## config.mk

```make
export PLATFORM = sky130hd
export DESIGN_NAME = note_scroller_flat
export DESIGN_NICKNAME = d
export VERILOG_FILES = /design/src/rtl/note_scroller_pkg.sv /design/src/rtl/note_scroller_if.sv /design/src/rtl/lane_scroller.sv /design/src/rtl/note_scroller.sv /design/src/flat_wrapper.sv
export SDC_FILE = /design/constraint.sdc
export NUM_CORES = 2
export LEC_CHECK = 0
export BUFFER_PORTS_ARGS = -buffer_cell sky130_fd_sc_hd__buf_2
export CORE_AREA = 3 3 775 777
export DETAILED_ROUTE_END_ITERATION = 10
export DIE_AREA = 0 0 778 780
export GPL_TIMING_DRIVEN = 0
export HOLD_SLACK_MARGIN = 0.03
export PLACE_DENSITY_LB_ADDON = 0.15
export REMOVE_ABC_BUFFERS = 1
export SYNTH_ARGS = -nofsm -noshare
export SYNTH_HDL_FRONTEND = slang
export SYNTH_HIERARCHICAL = 1
export SYNTH_SLANG_ARGS = --single-unit
```

## constraint.sdc

```tcl
create_clock -name clk -period 4.8 [get_ports clk]
set_input_delay 0.24 -clock clk [delete_from_list [all_inputs] [get_ports clk]]
set_output_delay 0.24 -clock clk [all_outputs]
set_load 0.05 [all_outputs]
```

## src/rtl/note_scroller_pkg.sv

```systemverilog
// Shared constants, lane index type and row-span helper for the note scroller.
package mania_pkg;
    localparam int unsigned ROWS         = 480;
    localparam int unsigned LANES        = 4;
    localparam int unsigned NOTE_H_DEF   = 20;
    localparam int unsigned JUDGE_LO_DEF = 400;
    localparam int unsigned JUDGE_HI_DEF = 439;

    typedef logic [1:0]      lane_idx_t;
    typedef logic [ROWS-1:0] lane_bits_t;

    // Bitmap with rows lo..hi set; used for constant window and clear masks.
    function automatic lane_bits_t row_span(input int unsigned lo, input int unsigned hi);
        lane_bits_t m;
        m = '0;
        for (int unsigned y = 0; y < ROWS; y++) begin
            if (y >= lo && y <= hi) m[y] = 1'b1;
        end
        return m;
    endfunction
endpackage

```

## src/rtl/note_scroller_if.sv

```systemverilog
// Spawn request handshake between the note producer and the scroller.
interface note_scroller_if;
    import mania_pkg::*;

    logic             spawn_valid;
    logic [LANES-1:0] spawn_mask;
    logic             spawn_ready;

    modport master (output spawn_valid, output spawn_mask, input spawn_ready);
    modport slave  (input spawn_valid, input spawn_mask, output spawn_ready);
endinterface

```

## src/rtl/lane_scroller.sv

```systemverilog
// One lane: bitmap shift register, emit counter, key edge detect, hit/miss judging.
module lane_scroller
    import mania_pkg::*;
#(
    parameter int unsigned NOTE_H   = NOTE_H_DEF,
    parameter int unsigned JUDGE_LO = JUDGE_LO_DEF,
    parameter int unsigned JUDGE_HI = JUDGE_HI_DEF
) (
    input  logic       clk,
    input  logic       rst,
    input  logic       step_i,
    input  logic       load_i,
    input  logic       key_i,
    output lane_bits_t track_o,
    output logic       idle_o,
    output logic       hit_o,
    output logic       miss_o,
    output logic       hit_pulse_o,
    output logic       miss_pulse_o
);
    localparam int unsigned EW  = $clog2(NOTE_H + 1);
    localparam lane_bits_t  WIN = row_span(JUDGE_LO, JUDGE_HI);
    localparam lane_bits_t  CLR = row_span(JUDGE_LO - NOTE_H + 1, JUDGE_HI);

    lane_bits_t    track_q, track_d, clean;
    logic [EW-1:0] emit_q, emit_d;
    logic [2:0]    sync_q, sync_d;
    logic          hit_pulse_q, miss_pulse_q;
    logic          press;

    always_comb begin
        press  = sync_q[1] & ~sync_q[2];
        hit_o  = press & (|(track_q & WIN));
        // Clear is applied before the shift so a same-cycle hit suppresses the miss.
        clean  = hit_o ? (track_q & ~CLR) : track_q;
        miss_o = step_i & clean[JUDGE_HI] & ~clean[JUDGE_HI+1];
        track_d = step_i ? {clean[ROWS-2:0], (emit_q != '0)} : clean;
        emit_d = emit_q;
        if (load_i) begin
            emit_d = EW'(NOTE_H);
        end else if (step_i && emit_q != '0) begin
            emit_d = emit_q - EW'(1);
        end
        sync_d = {sync_q[1:0], key_i};
    end

    always_ff @(posedge clk) begin
        if (!rst) begin
            track_q      <= '0;
            emit_q       <= '0;
            sync_q       <= '0;
            hit_pulse_q  <= 1'b0;
            miss_pulse_q <= 1'b0;
        end else begin
            track_q      <= track_d;
            emit_q       <= emit_d;
            sync_q       <= sync_d;
            hit_pulse_q  <= hit_o;
            miss_pulse_q <= miss_o;
        end
    end

    assign track_o      = track_q;
    assign idle_o       = (emit_q == '0);
    assign hit_pulse_o  = hit_pulse_q;
    assign miss_pulse_o = miss_pulse_q;
endmodule

```

## src/rtl/note_scroller.sv

```systemverilog
// Four-lane note scroller: scroll divider, spawn handshake, score and combo.
module note_scroller
    import mania_pkg::*;
#(
    parameter int unsigned SCROLL_DIV = 250000,
    parameter int unsigned NOTE_H     = NOTE_H_DEF,
    parameter int unsigned JUDGE_LO   = JUDGE_LO_DEF,
    parameter int unsigned JUDGE_HI   = JUDGE_HI_DEF
) (
    input  logic             clk,
    input  logic             rst,
    input  logic             run,
    input  logic             key0,
    input  logic             key1,
    input  logic             key2,
    input  logic             key3,
    note_scroller_if.slave   spawn_if,
    output logic [ROWS-1:0]  track0,
    output logic [ROWS-1:0]  track1,
    output logic [ROWS-1:0]  track2,
    output logic [ROWS-1:0]  track3,
    output logic [LANES-1:0] hit_pulse,
    output logic [LANES-1:0] miss_pulse,
    output logic [15:0]      score,
    output logic [11:0]      combo
);
    localparam int unsigned     DIV_W    = (SCROLL_DIV > 1) ? $clog2(SCROLL_DIV) : 1;
    localparam logic [DIV_W-1:0] DIV_LAST = DIV_W'(SCROLL_DIV - 1);

    logic [DIV_W-1:0] div_q, div_d;
    logic             step, accept;
    logic [LANES-1:0] keys, idle, hit_now, miss_now, load;
    lane_bits_t       track_w [LANES];
    logic [15:0]      score_q, score_d;
    logic [11:0]      combo_q, combo_d;
    logic [2:0]       h;
    logic [16:0]      score_sum;
    logic [12:0]      combo_sum;

    assign keys                 = {key3, key2, key1, key0};
    assign spawn_if.spawn_ready = &idle;
    assign accept               = spawn_if.spawn_valid & spawn_if.spawn_ready;
    assign load                 = accept ? spawn_if.spawn_mask : '0;

    always_comb begin
        step  = run && (div_q == DIV_LAST);
        div_d = div_q;
        if (run) div_d = (div_q == DIV_LAST) ? '0 : div_q + DIV_W'(1);
    end

    for (genvar i = 0; i < LANES; i++) begin : g_lane
        lane_scroller #(
            .NOTE_H  (NOTE_H),
            .JUDGE_LO(JUDGE_LO),
            .JUDGE_HI(JUDGE_HI)
        ) u_lane (
            .clk         (clk),
            .rst         (rst),
            .step_i      (step),
            .load_i      (load[i]),
            .key_i       (keys[i]),
            .track_o     (track_w[i]),
            .idle_o      (idle[i]),
            .hit_o       (hit_now[i]),
            .miss_o      (miss_now[i]),
            .hit_pulse_o (hit_pulse[i]),
            .miss_pulse_o(miss_pulse[i])
        );
    end

    // A miss restarts the combo from this cycle's hits rather than from zero.
    always_comb begin
        h = '0;
        for (int unsigned i = 0; i < LANES; i++) h = h + 3'(hit_now[i]);
        score_sum = {1'b0, score_q} + 17'(h);
        score_d   = score_sum[16] ? '1 : score_sum[15:0];
        combo_sum = ((|miss_now) ? 13'd0 : {1'b0, combo_q}) + 13'(h);
        combo_d   = combo_sum[12] ? '1 : combo_sum[11:0];
    end

    always_ff @(posedge clk) begin
        if (!rst) begin
            div_q   <= '0;
            score_q <= '0;
            combo_q <= '0;
        end else begin
            div_q   <= div_d;
            score_q <= score_d;
            combo_q <= combo_d;
        end
    end

    assign track0 = track_w[0];
    assign track1 = track_w[1];
    assign track2 = track_w[2];
    assign track3 = track_w[3];
    assign score  = score_q;
    assign combo  = combo_q;
endmodule

```

## src/flat_wrapper.sv

```systemverilog
// flat-port wrapper written by rule: the top's interface ports become plain ports
module note_scroller_flat import mania_pkg::*;
#(
    parameter int unsigned SCROLL_DIV = 250000,
    parameter int unsigned NOTE_H     = NOTE_H_DEF,
    parameter int unsigned JUDGE_LO   = JUDGE_LO_DEF,
    parameter int unsigned JUDGE_HI   = JUDGE_HI_DEF
)
  (clk, rst, run, key0, key1, key2, key3, track0, track1, track2, track3, hit_pulse, miss_pulse, score, combo, spawn_if_spawn_valid, spawn_if_spawn_mask, spawn_if_spawn_ready);
  note_scroller_if spawn_if_i ();
  input  logic clk;
  input  logic rst;
  input  logic run;
  input  logic key0;
  input  logic key1;
  input  logic key2;
  input  logic key3;
  output logic [ROWS-1:0] track0;
  output logic [ROWS-1:0] track1;
  output logic [ROWS-1:0] track2;
  output logic [ROWS-1:0] track3;
  output logic [LANES-1:0] hit_pulse;
  output logic [LANES-1:0] miss_pulse;
  output logic [15:0] score;
  output logic [11:0] combo;
  input wire logic [$bits(spawn_if_i.spawn_valid)-1:0] spawn_if_spawn_valid;
  input wire logic [$bits(spawn_if_i.spawn_mask)-1:0] spawn_if_spawn_mask;
  output wire logic [$bits(spawn_if_i.spawn_ready)-1:0] spawn_if_spawn_ready;
  assign spawn_if_i.spawn_valid = spawn_if_spawn_valid;
  assign spawn_if_i.spawn_mask = spawn_if_spawn_mask;
  assign spawn_if_spawn_ready = spawn_if_i.spawn_ready;
  note_scroller #(.SCROLL_DIV(SCROLL_DIV), .NOTE_H(NOTE_H), .JUDGE_LO(JUDGE_LO), .JUDGE_HI(JUDGE_HI)) u_core (.clk(clk), .rst(rst), .run(run), .key0(key0), .key1(key1), .key2(key2), .key3(key3), .spawn_if(spawn_if_i), .track0(track0), .track1(track1), .track2(track2), .track3(track3), .hit_pulse(hit_pulse), .miss_pulse(miss_pulse), .score(score), .combo(combo));
endmodule
```

==> reports/results.ini <==
[routing]
firstDrtPassIters=5
antenna_left=0
wl_per_cell_um=19.9
via_per_inst=3.28
wirelength_um=337000
num_vias=55600
drc=0
initialDrtViolationCount=2123

[synth]
synth_edf_count=0
yosys_register_bits=2006
synthArstFlopShare_pct=0
yosysUniqueCellTypes=59
synthesis.area_mm2=0.0889
ys_warn_count=6
synth_top_flop_cell=dfxtp_1
avgSynthCellArea_um2=10.6
synthesis.instances=8396
seq_area_frac_synth_pct=45.2

[grt]
grt-busiest-layer=met2
use_met3_pct=4.73
use_met1_pct=11.3
grtUsageMet2_pct=18.1
grtUsageTotal_pct=10.5
grt_pass1_wl_um=460000
overflow=0
grt_max_degree=238
grt_pass1_vias=55900
antenna_found_initial=29

[layout]
areaGrowthSynthToFinish_pct=20.2
post-route-util_pct=18.0
fin_nets=8903
final_area_mm2=0.107
num-fill-cells=65800
regArea_mm2=0.0402
multiInputGateArea_mm2=0.0341
layoutNonFillerInstCount=16900
drive_gt1_share_pct=31.6

[die]
rows=283
die_w_um=778
io_pins=1969
start_util_pct=15.0
die_height_um=780
core-area_mm2=0.594
die_area_mm2=0.607

[worst_setup_path]
regToRegSetupSlack_ns=0.06
r2r-end=u_core/combo[6]
crit_start=u_core/g_lane[3].u_lane/track_o[427]
cp.depth=13
cp_top_family=adder cells
start_kind=flop
crit_path_max_incr_delay_ns=1.18
end_kind=flop
endpoint=u_core/combo[6]
worstPathArrival_ns=5.50
cp_max_fo=6
worstSetupPathType=flop to flop
critical_path_required_ns=5.56
crit_chain=nor4_1 -> nand4_1 -> buf_6 -> o31a_1 -> fa_2 -> buf_4 -> ha_1 -> nand3_1 -> fa_1 -> maj3_2 -> nor2_1 -> xnor2_1 -> o21ai_0
reg2regPathDepth=13
critPathSlowestCell=dfxtp_1
critPathBufInv=2
worstReg2RegStart=u_core/g_lane[3].u_lane/track_o[427]

[timing]
setup_tns_ns=0
final-hold-violation-count=0
tightestPinTransition_ns=1.34
setup_violations=0
slew_violations=0
fin_crit_ns=4.74
relSlewSlack_pct=10.6
finalCritPeriodShare_pct=98.7
clock_skew_ns=0.0626
max_freq_mhz=211

[clock_network]
cts_num_sinks=2006
numCtsBuffers=278
htreeDepth=5
cts-root-buf=clkbuf_16
clk_pin_slew_worst_paths_ns=0.06
cts.path.max_buffers=4
worstSkewPairLatency_ns=0.91
cts_tree=yes

[flow_run]
max_cap_viol_count=0

[pwr]
peakVddDrop_v=0.000228
power_w=0.0382
power_density_mw_per_mm2=358
p_leak_nw=39.1

[outcome]
status=finished, final reports clean

[placed_design]
io_buffers=1968
dp_cells=16400
hpwl_um=267000
gp_congestion=0.800
place_area_mm2=0.0970

[hold_path]
hold_class=input port to flop

## cell usage after synthesis (2+ instances only)
cell type | instances | area share (%)
a211oi_1 | 6 | 0.051
a21bo_2 | 4 | 0.045
a21boi_0 | 4 | 0.034
a21oi_1 | 13 | 0.073
a21oi_2 | 7 | 0.069
a31oi_1 | 5 | 0.035
and2_1 | 24 | 0.17
and3_1 | 4 | 0.028
and3_2 | 2 | 0.017
and3b_1 | 5 | 0.049
and4_1 | 6 | 0.059
buf_2 | 169 | 0.95
buf_4 | 1699 | 14
buf_6 | 18 | 0.23
clkbuf_1 | 257 | 1.1
dfxtp_1 | 2006 | 45
fa_1 | 3 | 0.068
ha_1 | 10 | 0.14
inv_1 | 20 | 0.084
maj3_1 | 3 | 0.034
maj3_2 | 2 | 0.025
mux2i_1 | 1909 | 21
nand2_1 | 43 | 0.18
nand2b_1 | 9 | 0.063
nand3_1 | 16 | 0.090
nand3b_1 | 2 | 0.017
nand4_1 | 16 | 0.11
nor2_1 | 40 | 0.17
nor2b_1 | 1686 | 12
nor3_1 | 163 | 0.92
nor3_2 | 80 | 0.90
nor3b_1 | 2 | 0.017
nor4_1 | 48 | 0.34
nor4b_1 | 2 | 0.020
nor4b_2 | 4 | 0.068
nor4bb_1 | 4 | 0.045
o211a_1 | 5 | 0.056
o21a_1 | 12 | 0.10
o21ai_0 | 12 | 0.068
o22ai_1 | 4 | 0.028
o31a_1 | 8 | 0.079
or3_1 | 5 | 0.035
xnor2_1 | 27 | 0.27
xor2_1 | 17 | 0.17
## registers in the layout, summed over array words and instances (netlist names)
signal,count
u_core/combo,12
u_core/div_q,18
u_core/g_lane.u_lane/emit_q,20
u_core/g_lane.u_lane/hit_pulse_o,4
u_core/g_lane.u_lane/miss_pulse_o,4
u_core/g_lane.u_lane/sync_q,12
u_core/g_lane.u_lane/track_o,1920
u_core/score,16
## kinds of logic after synthesis
family / Yosys count / synth area share, %
compound gates: 86 / 0.695
simple gates: 2169 / 15.2
fa+ha+maj: 18 / 0.267
buf+inv: 2164 / 16.7
xor+xnor: 44 / 0.433
mux: 1909 / 21.5
flops: 2006 / 45.2
## through the flow
step / setup slack, ns / hold WS, ns
4_1_cts: -0.00498 / 0.0574
5_1_grt: -0.0403 / 0.103
6_report: 0.0634 / 0.191
3_3_place_gp: -401.17 / 0.419
3_5_place_dp: -2.46 / 0.421
2_1_floorplan: -273.52 / 0.357
## final cells by class
| class | count | area share (%) |
|---|---|---|
| Antenna cell | 11 | 0.0258 |
| Clock buffer | 427 | 7.70 |
| Clock inverter | 61 | 0.860 |
| Inverter | 21 | 0.0738 |
| Multi-Input combinational cell | 4227 | 31.9 |
| Sequential cell | 2006 | 37.6 |
| Tap cell | 7837 | 9.18 |
| Timing Repair Buffer | 2344 | 12.7 |
## placed cells by master, fill, tap and decap left out, types with 27 or more instances in the layout
master,n
xnor2_1,27
clkbuf_1,83
nand2_1,43
mux2i_1,1909
nor4_1,43
clkbuf_16,284
clkbuf_8,62
buf_4,289
nor3_2,80
nor2_1,40
buf_6,33
dfxtp_1,2001
nor3_1,163
nor2b_1,1685
buf_2,1967
## worst min path at each step
stage / startpoint / endpoint / slack [ns] / cells after the start
floorplan: rst / u_core/g_lane[0].u_lane/emit_q[4] / 0.36 / 1
finish: key2 / u_core/g_lane[2].u_lane/sync_q[0] / 0.19 / 3
global route: key2 / u_core/g_lane[2].u_lane/sync_q[0] / 0.10 / 3
global placement: u_core/g_lane[2].u_lane/sync_q[0] / u_core/g_lane[2].u_lane/sync_q[1] / 0.42 / 1
CTS: key0 / u_core/g_lane[0].u_lane/sync_q[0] / 0.06 / 3
detailed placement: u_core/g_lane[2].u_lane/sync_q[0] / u_core/g_lane[2].u_lane/sync_q[1] / 0.42 / 1
## worst reg2reg max path, cell delays in order, from the launching register on
cell	delay (ns)
dfxtp_1	1.18
nor4_1	0.16
nand4_1	0.17
buf_6	0.17
o31a_1	0.41
fa_2	0.57
buf_4	0.16
ha_1	0.34
nand3_1	0.14
fa_1	0.52
maj3_2	0.41
nor2_1	0.15
xnor2_1	0.13
o21ai_0	0.08
## routing by layer
metal | part of all wire [%] | wire (µm)
met1 | 38 | 129000
met2 | 48 | 161000
met3 | 10 | 35100
met4 | 3.7 | 12400
met5 | 0.014 | 46
## power breakdown
group	internal (W)	leakage [nW]	switching, W
Sequential	0.0167	16.2	0.0000139
Clock	0.0126	4.48	0.00834
Combinational	0.000277	18.5	0.000329
## what timing repair did
action	CTS	global route
endpoints found under the hold margin	146	0
gates cloned	7	2
resized for setup	59	17
buffers inserted	14	15
hold buffers	14	0
setup endpoints to repair	645	125
pin swaps	9	6
Power figures use the tool's default switching activity.
